==> config.mk <==
export PLATFORM = sky130hd
export DESIGN_NAME = cpu_irq_dispatch
export DESIGN_NICKNAME = d
export VERILOG_FILES = /design/src/rtl/cpu_irq_dispatch.sv
export SDC_FILE = /design/constraint.sdc
export NUM_CORES = 1
export LEC_CHECK = 0
export CORE_UTILIZATION = 46
export CTS_BUF_LIST = sky130_fd_sc_hd__clkbuf_8
export CTS_CLUSTER_DIAMETER = 40
export DETAILED_ROUTE_END_ITERATION = 8
export PLACE_DENSITY = 0.88
export SKIP_CTS_REPAIR_TIMING = 1
export SYNTH_ARGS = -nofsm -noshare
export SYNTH_HDL_FRONTEND = slang
export SYNTH_SLANG_ARGS = --single-unit
==> constraint.sdc <==
create_clock -name clk -period 4.5 [get_ports clk]
set_input_delay 0.675 -clock clk [delete_from_list [all_inputs] [get_ports clk]]
set_output_delay 0.675 -clock clk [all_outputs]
set_load 0.03 [all_outputs]
==> src/rtl/cpu_irq_dispatch.sv <==
// CPU-side interrupt dispatch: IE register, IME sequencing, priority select and 5 M-cycle dispatch.
// Optional DISPATCH_CANCEL_EN: select the source late (end of PUSH_HI) and allow a cancelled dispatch.
module cpu_irq_dispatch #(
    parameter logic [15:0] VEC_BASE = 16'h0040,
    parameter int unsigned NUM_IRQ  = 5
) (
    input  logic               clk,
    input  logic               reset,
    input  logic               mcyc,
    input  logic [NUM_IRQ-1:0] irq_trig,
    output logic [NUM_IRQ-1:0] irq_ack,
    input  logic               ie_wr,
    input  logic               ie_rd,
    input  logic [7:0]         d_in,
    output logic [7:0]         ie_q,
    input  logic               instr_boundary,
    input  logic               op_ei,
    input  logic               op_di,
    input  logic               op_reti,
    output logic               dispatch,
    output logic               push_hi,
    output logic               push_lo,
    output logic               vec_valid,
    output logic [15:0]        vector,
    output logic               wake,
    output logic               ime_q
);

    typedef enum logic [2:0] {
        S_IDLE,
        S_WAIT0,
        S_WAIT1,
        S_PUSH_HI,
        S_PUSH_LO,
        S_JUMP
    } state_t;

    state_t               state_q, state_d;
    logic [7:0]           ie_d;
    logic                 ime_d;
    logic                 ime_pend_q, ime_pend_d;
    logic [2:0]           sel_q, sel_d;
    logic                 sel_vld_q, sel_vld_d;
    logic                 dispatch_q, dispatch_d;
    logic                 push_hi_q, push_hi_d;
    logic                 push_lo_q, push_lo_d;
    logic                 vec_valid_q, vec_valid_d;
    logic [15:0]          vector_q, vector_d;
    logic [NUM_IRQ-1:0]   irq_ack_q, irq_ack_d;
    logic [NUM_IRQ-1:0]   pend;
    logic                 ime_now;
    logic                 start;
`ifdef DISPATCH_CANCEL_EN
    logic [NUM_IRQ-1:0]   pend_sel;
`endif

    // ie_rd only steers the core's read mux; the register itself has no read side effect.
    logic unused_ie_rd;
    assign unused_ie_rd = ie_rd;

    function automatic logic [2:0] lowest_idx(input logic [NUM_IRQ-1:0] v);
        lowest_idx = '0;
        for (int unsigned i = NUM_IRQ; i > 0; i--) begin
            if (v[i-1]) lowest_idx = 3'(i - 1);
        end
    endfunction

    always_comb begin
        pend = irq_trig & ie_q[NUM_IRQ-1:0];

        ie_d = ie_q;
        if (mcyc && ie_wr) ie_d = d_in;

`ifdef DISPATCH_CANCEL_EN
        // Uses the post-write IE so a push of PC[15:8] onto FFFF can cancel the dispatch.
        pend_sel = irq_trig & ie_d[NUM_IRQ-1:0];
`endif

        // A pending EI takes effect at this boundary, so dispatch may start here.
        ime_now = ime_q | (ime_pend_q & instr_boundary);
        start   = (state_q == S_IDLE) && mcyc && ime_now && (|pend) && instr_boundary;

        ime_d      = ime_q;
        ime_pend_d = ime_pend_q;
        if (mcyc) begin
            if (ime_pend_q && instr_boundary) begin
                ime_d      = 1'b1;
                ime_pend_d = 1'b0;
            end
            if (op_ei)   ime_pend_d = 1'b1;
            if (op_reti) ime_d      = 1'b1;
            if (op_di || start) begin
                ime_d      = 1'b0;
                ime_pend_d = 1'b0;
            end
        end

        state_d   = state_q;
        sel_d     = sel_q;
        sel_vld_d = sel_vld_q;
        if (mcyc) begin
            case (state_q)
                S_IDLE: begin
                    if (start) begin
                        state_d = S_WAIT0;
`ifndef DISPATCH_CANCEL_EN
                        sel_d     = lowest_idx(pend);
                        sel_vld_d = 1'b1;
`endif
                    end
                end
                S_WAIT0:   state_d = S_WAIT1;
                S_WAIT1:   state_d = S_PUSH_HI;
                S_PUSH_HI: begin
                    state_d = S_PUSH_LO;
`ifdef DISPATCH_CANCEL_EN
                    sel_d     = lowest_idx(pend_sel);
                    sel_vld_d = |pend_sel;
`endif
                end
                S_PUSH_LO: state_d = S_JUMP;
                S_JUMP:    state_d = S_IDLE;
                default:   state_d = S_IDLE;
            endcase
        end

        dispatch_d  = (state_d != S_IDLE);
        push_hi_d   = (state_d == S_PUSH_HI);
        push_lo_d   = (state_d == S_PUSH_LO);
        vec_valid_d = (state_d == S_JUMP);
        vector_d    = '0;
        irq_ack_d   = '0;
        if (state_d == S_JUMP && sel_vld_d) begin
            vector_d  = VEC_BASE + {10'd0, sel_d, 3'b000};
            irq_ack_d = {{(NUM_IRQ-1){1'b0}}, 1'b1} << sel_d;
        end
    end

    always_ff @(posedge clk) begin
        if (reset) begin
            state_q     <= S_IDLE;
            ie_q        <= '0;
            ime_q       <= 1'b0;
            ime_pend_q  <= 1'b0;
            sel_q       <= '0;
            sel_vld_q   <= 1'b0;
            dispatch_q  <= 1'b0;
            push_hi_q   <= 1'b0;
            push_lo_q   <= 1'b0;
            vec_valid_q <= 1'b0;
            vector_q    <= '0;
            irq_ack_q   <= '0;
        end else begin
            state_q     <= state_d;
            ie_q        <= ie_d;
            ime_q       <= ime_d;
            ime_pend_q  <= ime_pend_d;
            sel_q       <= sel_d;
            sel_vld_q   <= sel_vld_d;
            dispatch_q  <= dispatch_d;
            push_hi_q   <= push_hi_d;
            push_lo_q   <= push_lo_d;
            vec_valid_q <= vec_valid_d;
            vector_q    <= vector_d;
            irq_ack_q   <= irq_ack_d;
        end
    end

    assign dispatch  = dispatch_q;
    assign push_hi   = push_hi_q;
    assign push_lo   = push_lo_q;
    assign vec_valid = vec_valid_q;
    assign vector    = vector_q;
    assign irq_ack   = irq_ack_q;
    assign wake      = |pend;

endmodule
==> impl_metrics.tcl <==
set metrics [dict create \
    chipWidth_um 55.4 \
    grt_usage 0.190 \
    grt_max_degree 25 \
    p_int_uw 406 \
    synth.distinct_cells 42 \
    diodes 0 \
    p_per_area_nw_per_um2 307 \
    synthMuxAreaShare 0.0162 \
    startpoint_type "primary input" \
    cp.required_ns 3.83 \
    synth.avg_cell_area_sq_um 8.88 \
    yosysTopAreaCell "dfxtp_1" \
    initial_utilization 0.481 \
    port_buffers 43 \
    cts.sink_count 30 \
    ys_seq_area_frac 0.457 \
    wl_per_cell_um 12.3 \
    vias 1166 \
    synthesis.area_sq_um 1310 \
    cp_slowest_cell "clkdlybuf4s50_1" \
    fin_crit_sh 0.691 \
    synth-compound-area-share 0.200 \
    ctsLongestPathBuffers 2 \
    finalSetupTns_ns 0 \
    power_frac_clock 0.356 \
    syn_inst 148 \
    grt_setup_unrepaired "false" \
    drt-pass1-iter-count 4 \
    p_sw_frac 0.258 \
    antenna_found_initial 0 \
    status "finished, final reports clean" \
    fin_util 0.652 \
    cp-end-kind "output port" \
    drive_gt1_frac 0.0688 \
    ys_ff_latch 30 \
    drv_cap 0 \
    core_sq_um 2730 \
    power_switching_uw 141 \
    setup_viol 0 \
    die_y_um 55.4 \
    clockRootBuffer "clkbuf_8" \
    cp_num_buf_inv 2 \
    max_stage_delay_ns 0.59 \
    drtIter0Drc 21 \
    yosys_warnings 0 \
    clk_pin_slew_ns 0.06 \
    dp_hpwl_mm 2.05 \
    layout_min_cycle_time_ns 3.11 \
    drv_slew 0 \
    clk_latency_ns 0.28 \
    synth_edf_count 0 \
    fill_cells 219 \
    synth_top_family_by_area "simple AND/OR/NAND/NOR gates" \
    clock.fmax_mhz 322 \
    preCtsSetupSlack_ns 1.30 \
    rows 19 \
    hold_path_class "reg2reg" \
    path_class "in2out" \
    mostFrequentLayoutCells "43 x clkdlybuf4s50_1, 30 x dfxtp_1, 14 x nand2_1, 14 x a21oi_1" \
    p_leak_uw 0.000687 \
    peakVddDrop_uv 295 \
    power_uw 547 \
    critPathMaxFanout 4 \
    vias_per_cell 5.30 \
    tritoncts "yes" \
    critical_path_arrival_ns 2.43 \
    cpMostUsedCell "clkdlybuf4s50_1" \
    first_global_vias 1064 \
    ys.flop_type "dfxtp_1" \
    totalWireLength_mm 2.71 \
    hold_viol 0 \
    ioPinCount 57 \
    power.share.combinational 0.141 \
    h-tree-depth 2 \
    nets 211 \
    slew-limit-headroom 0.502 \
    gp_congestion 0.807 \
    crit_family "buffers and inverters" \
    mostFrequentLayoutCell "clkdlybuf4s50_1" \
    finalClockSkew_ns 0.00583 \
    numCtsBuffers 5 \
    path_cells "clkdlybuf4s50_1 -> a22oi_1 -> and2_1 -> nand2_1 -> clkdlybuf4s50_1" \
    worst_pin_slew_ns 0.744 \
    fin_ws_ns 1.39 \
    grt_first_pass_wirelength_mm 4.57 \
    drtAntennaViolNets 0 \
    synth_xor_area_frac 0.00667 \
    async_flop_share 0 \
    netlist.area_leader.share 0.457 \
    synth.area.top_cells "dfxtp_1 46%, buf_4 6.9%, a21oi_1 5.3%" \
    synth_simple_gate_area_frac 0.222 \
    p_seq_frac 0.503 \
    die-area_sq_um 3070 \
    overflow 0 \
    drc_errors 0 \
    synthAdderAreaFrac 0 \
    synthToLayoutAreaGrowth_pct 35.6 \
]
-- sequential cells by signal (all words and copies together), names as in the netlist --
register and flops:
ie_q 8, sel_vld_q 1, irq_ack 5, sel_q 3, vec_valid 1, ime_q 1, push_hi 1, state_q 3
ime_pend_q 1, dispatch 1, vector 4, push_lo 1
-- power groups by stage --
stage          clock (uW)  combinational, uW  sequential [uW]
2_1_floorplan           0               44.9              288
3_3_place_gp            0               74.9              281
3_5_place_dp            0               76.9              281
4_1_cts               199               77.1              275
5_1_grt               210               82.2              276
6_report              195               76.9              275
-- layer usage --
| layer | part of all wire | track usage | vias up |
|---|---|---|---|
| li1 | - | - | 579 |
| met2 | 0.50 | 0.332 | 46 |
| met3 | 0.066 | 0.0609 | 7 |
| met5 | 0 | 0 | - |
| met4 | 0.024 | 0.0929 | 0 |
| met1 | 0.41 | 0.205 | 534 |
-- cell usage after synthesis, types with 2 or more instances --
library cell,instances
and2b_1,2
nand3_1,8
buf_4,12
nor2b_1,2
o31a_1,2
a22oi_1,3
dfxtp_1,30
o211ai_1,2
a32oi_1,2
nor3_1,5
clkbuf_1,6
nor2_1,12
a21oi_1,14
nor3b_1,2
and2_1,3
o21ai_0,4
nand2_1,14
-- logic make-up (layout without fill, tap and decap cells) --
| kind of cell | Yosys count | after routing |
|---|---|---|
| AO/OA/AOI/OAI | 36 | 36 |
| XOR/XNOR | 1 | 1 |
| buffers and inverters | 21 | 51 |
| flip-flops | 30 | 30 |
| multiplexers | 2 | 2 |
| other | 1 | 12 |
| AND/OR/NAND/NOR | 57 | 57 |
-- path summary, 6_finish.rpt --
check	slack, ns	depth (start not counted)	start	end
hold reg to reg	0.46	2	ie_q[5]$_SDFFE_PP0P_	ie_q[5]$_SDFFE_PP0P_
hold / removal	0.46	2	ie_q[5]$_SDFFE_PP0P_	ie_q[5]$_SDFFE_PP0P_
setup reg to reg	2.45	4	state_q[0]$_SDFF_PP0_	irq_ack[2]$_SDFF_PP0_
setup / recovery	1.39	5	irq_trig[2]	wake
-- area by class of cell --
type | instances | area, sq um | area share
repair buffers | 43 | 430 | 0.242
well taps | 31 | 38.8 | 0.0218
clock buffers | 5 | 68.8 | 0.0386
inverters | 1 | 3.75 | 0.00211
clock inverters | 2 | 10.0 | 0.00562
flip-flops and latches | 30 | 601 | 0.337
multi-input cells | 108 | 629 | 0.353
-- tightest hold or removal path: stages, from the launching register on --
cell and delay (ns):
dfxtp_1 0.31, nand2_1 0.05, a21oi_1 0.05
-- per-stage QoR --
stage	area (sq um)	cells	hold WS, ns
after global placement	1700	213	0.443
after floorplan	1360	159	0.441
final	1780	220	0.460
after global routing	1780	220	0.482
after detailed placement	1700	213	0.452
after CTS	1780	220	0.460
(Power assumes the default switching activity.)
==> variant: new RTL, same flow settings <==
The parameter `NUM_IRQ` goes from 5 to 4.
--- a/src/rtl/cpu_irq_dispatch.sv
+++ b/src/rtl/cpu_irq_dispatch.sv
@@ -2,7 +2,7 @@
 // Optional DISPATCH_CANCEL_EN: select the source late (end of PUSH_HI) and allow a cancelled dispatch.
 module cpu_irq_dispatch #(
     parameter logic [15:0] VEC_BASE = 16'h0040,
-    parameter int unsigned NUM_IRQ  = 5
+    parameter int unsigned NUM_IRQ  = 4
 ) (
     input  logic               clk,
     input  logic               reset,
Ports: changed (resized irq_ack and irq_trig); port bits go from 57 to 55. No check against the original RTL was run, so the function may have changed too.
==> variant against the original RTL <==
  * Combinational power up 3%
  * Area after synthesis down 7.6%
  * Worst hold slack better by 0.0096 ns
  * Register-to-register slack worse by 0.15 ns
  * Synthesized cell count down 8.8%
  * Total power up 5.9%
  * Non-clock buffer count down 1
  * Design area down 6.4%
  * Setup slack better by 0.29 ns
  * Wire length down 8.9%
  * Sequential cell count down 1
  * Largest cell class is now registers
  * Largest power group unchanged
==> variant: results (changes against the original RTL) <==
* Worst slew margin at 0.501 (-0.00107)
* P per Cell Area at 347 mW/mm^2 (+13%)
* First-pass GRT wire length at 3.99 mm (-13%)
* Metal2 WL at 1.32 mm (-2.8%)
* Hold WS at 0.470 ns (+0.00959 ns)
* Sequential share of the synthesized area at 0.478 (+0.0212)
* Reg-to-reg critical path endpoint: irq_ack[1]
* R2R Setup Slk at 2.30 ns (-0.15 ns)
* Post-DP HPWL at 1.81 mm (-12%)
* Distinct cell type count after synthesis at 36 (-14%)
* Vias in the first global route at 938 (-12%)
* CP endpoint kind: register
* Met3 usage at 0.0977 (+0.0368)
* WL/cell at 12.0 um (-2.7%)
* Largest net degree at the start of global routing at 22 (-12%)
* Maximum VDD drop at 0.000263 V (-11%)
* Placed inst area at 0.00157 sq mm (-8.0%)
* GR Util met1 at 0.199 (-0.00679)
* Post-route setup slack at 1.68 ns (+0.294 ns)
* Beginning of the critical path: mcyc
* Placed insts at 198 (-7.0%)
* Synth top cells by count: 29 x dfxtp_1, 15 x a21oi_1, 15 x nand2_1
* Hold endpoint: ie_q[4]
* Most area-consuming cells after synthesis: dfxtp_1 48%, buf_4 7.4%, a21oi_1 6.2%
* Drt via density at 5.07 (-4.4%)
* Syn_area_per_cell at 8.99 sq um (+1.3%)
* DRT iter0 DRCs at 14 (-33%)
* WL met1 at 966 um (-13%)
* Gp weighted congestion at 0.787 (-2.5%)
* Leak Pwr at 0.613 nW (-11%)
* Status: complete, no violations
* Final wirelength at 2.47 mm (-8.9%)
* Placement Setup Slack at 1.38 ns (+0.0792 ns)
[variant: final cells by class]
class	count	area share
tap	30	0.0225
inverter	2	0.00450
clock inverter	1	0.00300
multi-input combinational	95	0.314
clock buffer	7	0.0578
timing repair buffer	42	0.251
sequential	29	0.348
[variant: power by group]
part | switching, W | internal (W) | leakage, nW | total (W)
Clock | 0.0000932 | 0.000138 | 0.0542 | 0.000231
Sequential | 0.00000580 | 0.000263 | 0.235 | 0.000269
Combinational | 0.0000453 | 0.0000336 | 0.324 | 0.0000789
[variant: cells by family after synthesis]
kind of cell	Yosys count	share of synthesized area
simple gates	45	0.184
xor+xnor	1	0.00722
buf+inv	22	0.125
mux	1	0.00825
flops	29	0.478
other cells	1	0.00309
compound gates	36	0.195
[variant: critical path, cell delays in order]
cell and delay (ns):
clkdlybuf4s50_1 0.46, buf_4 0.22, or4b_4 0.50, a211oi_2 0.59
nand3_1 0.28, a211oi_1 0.27
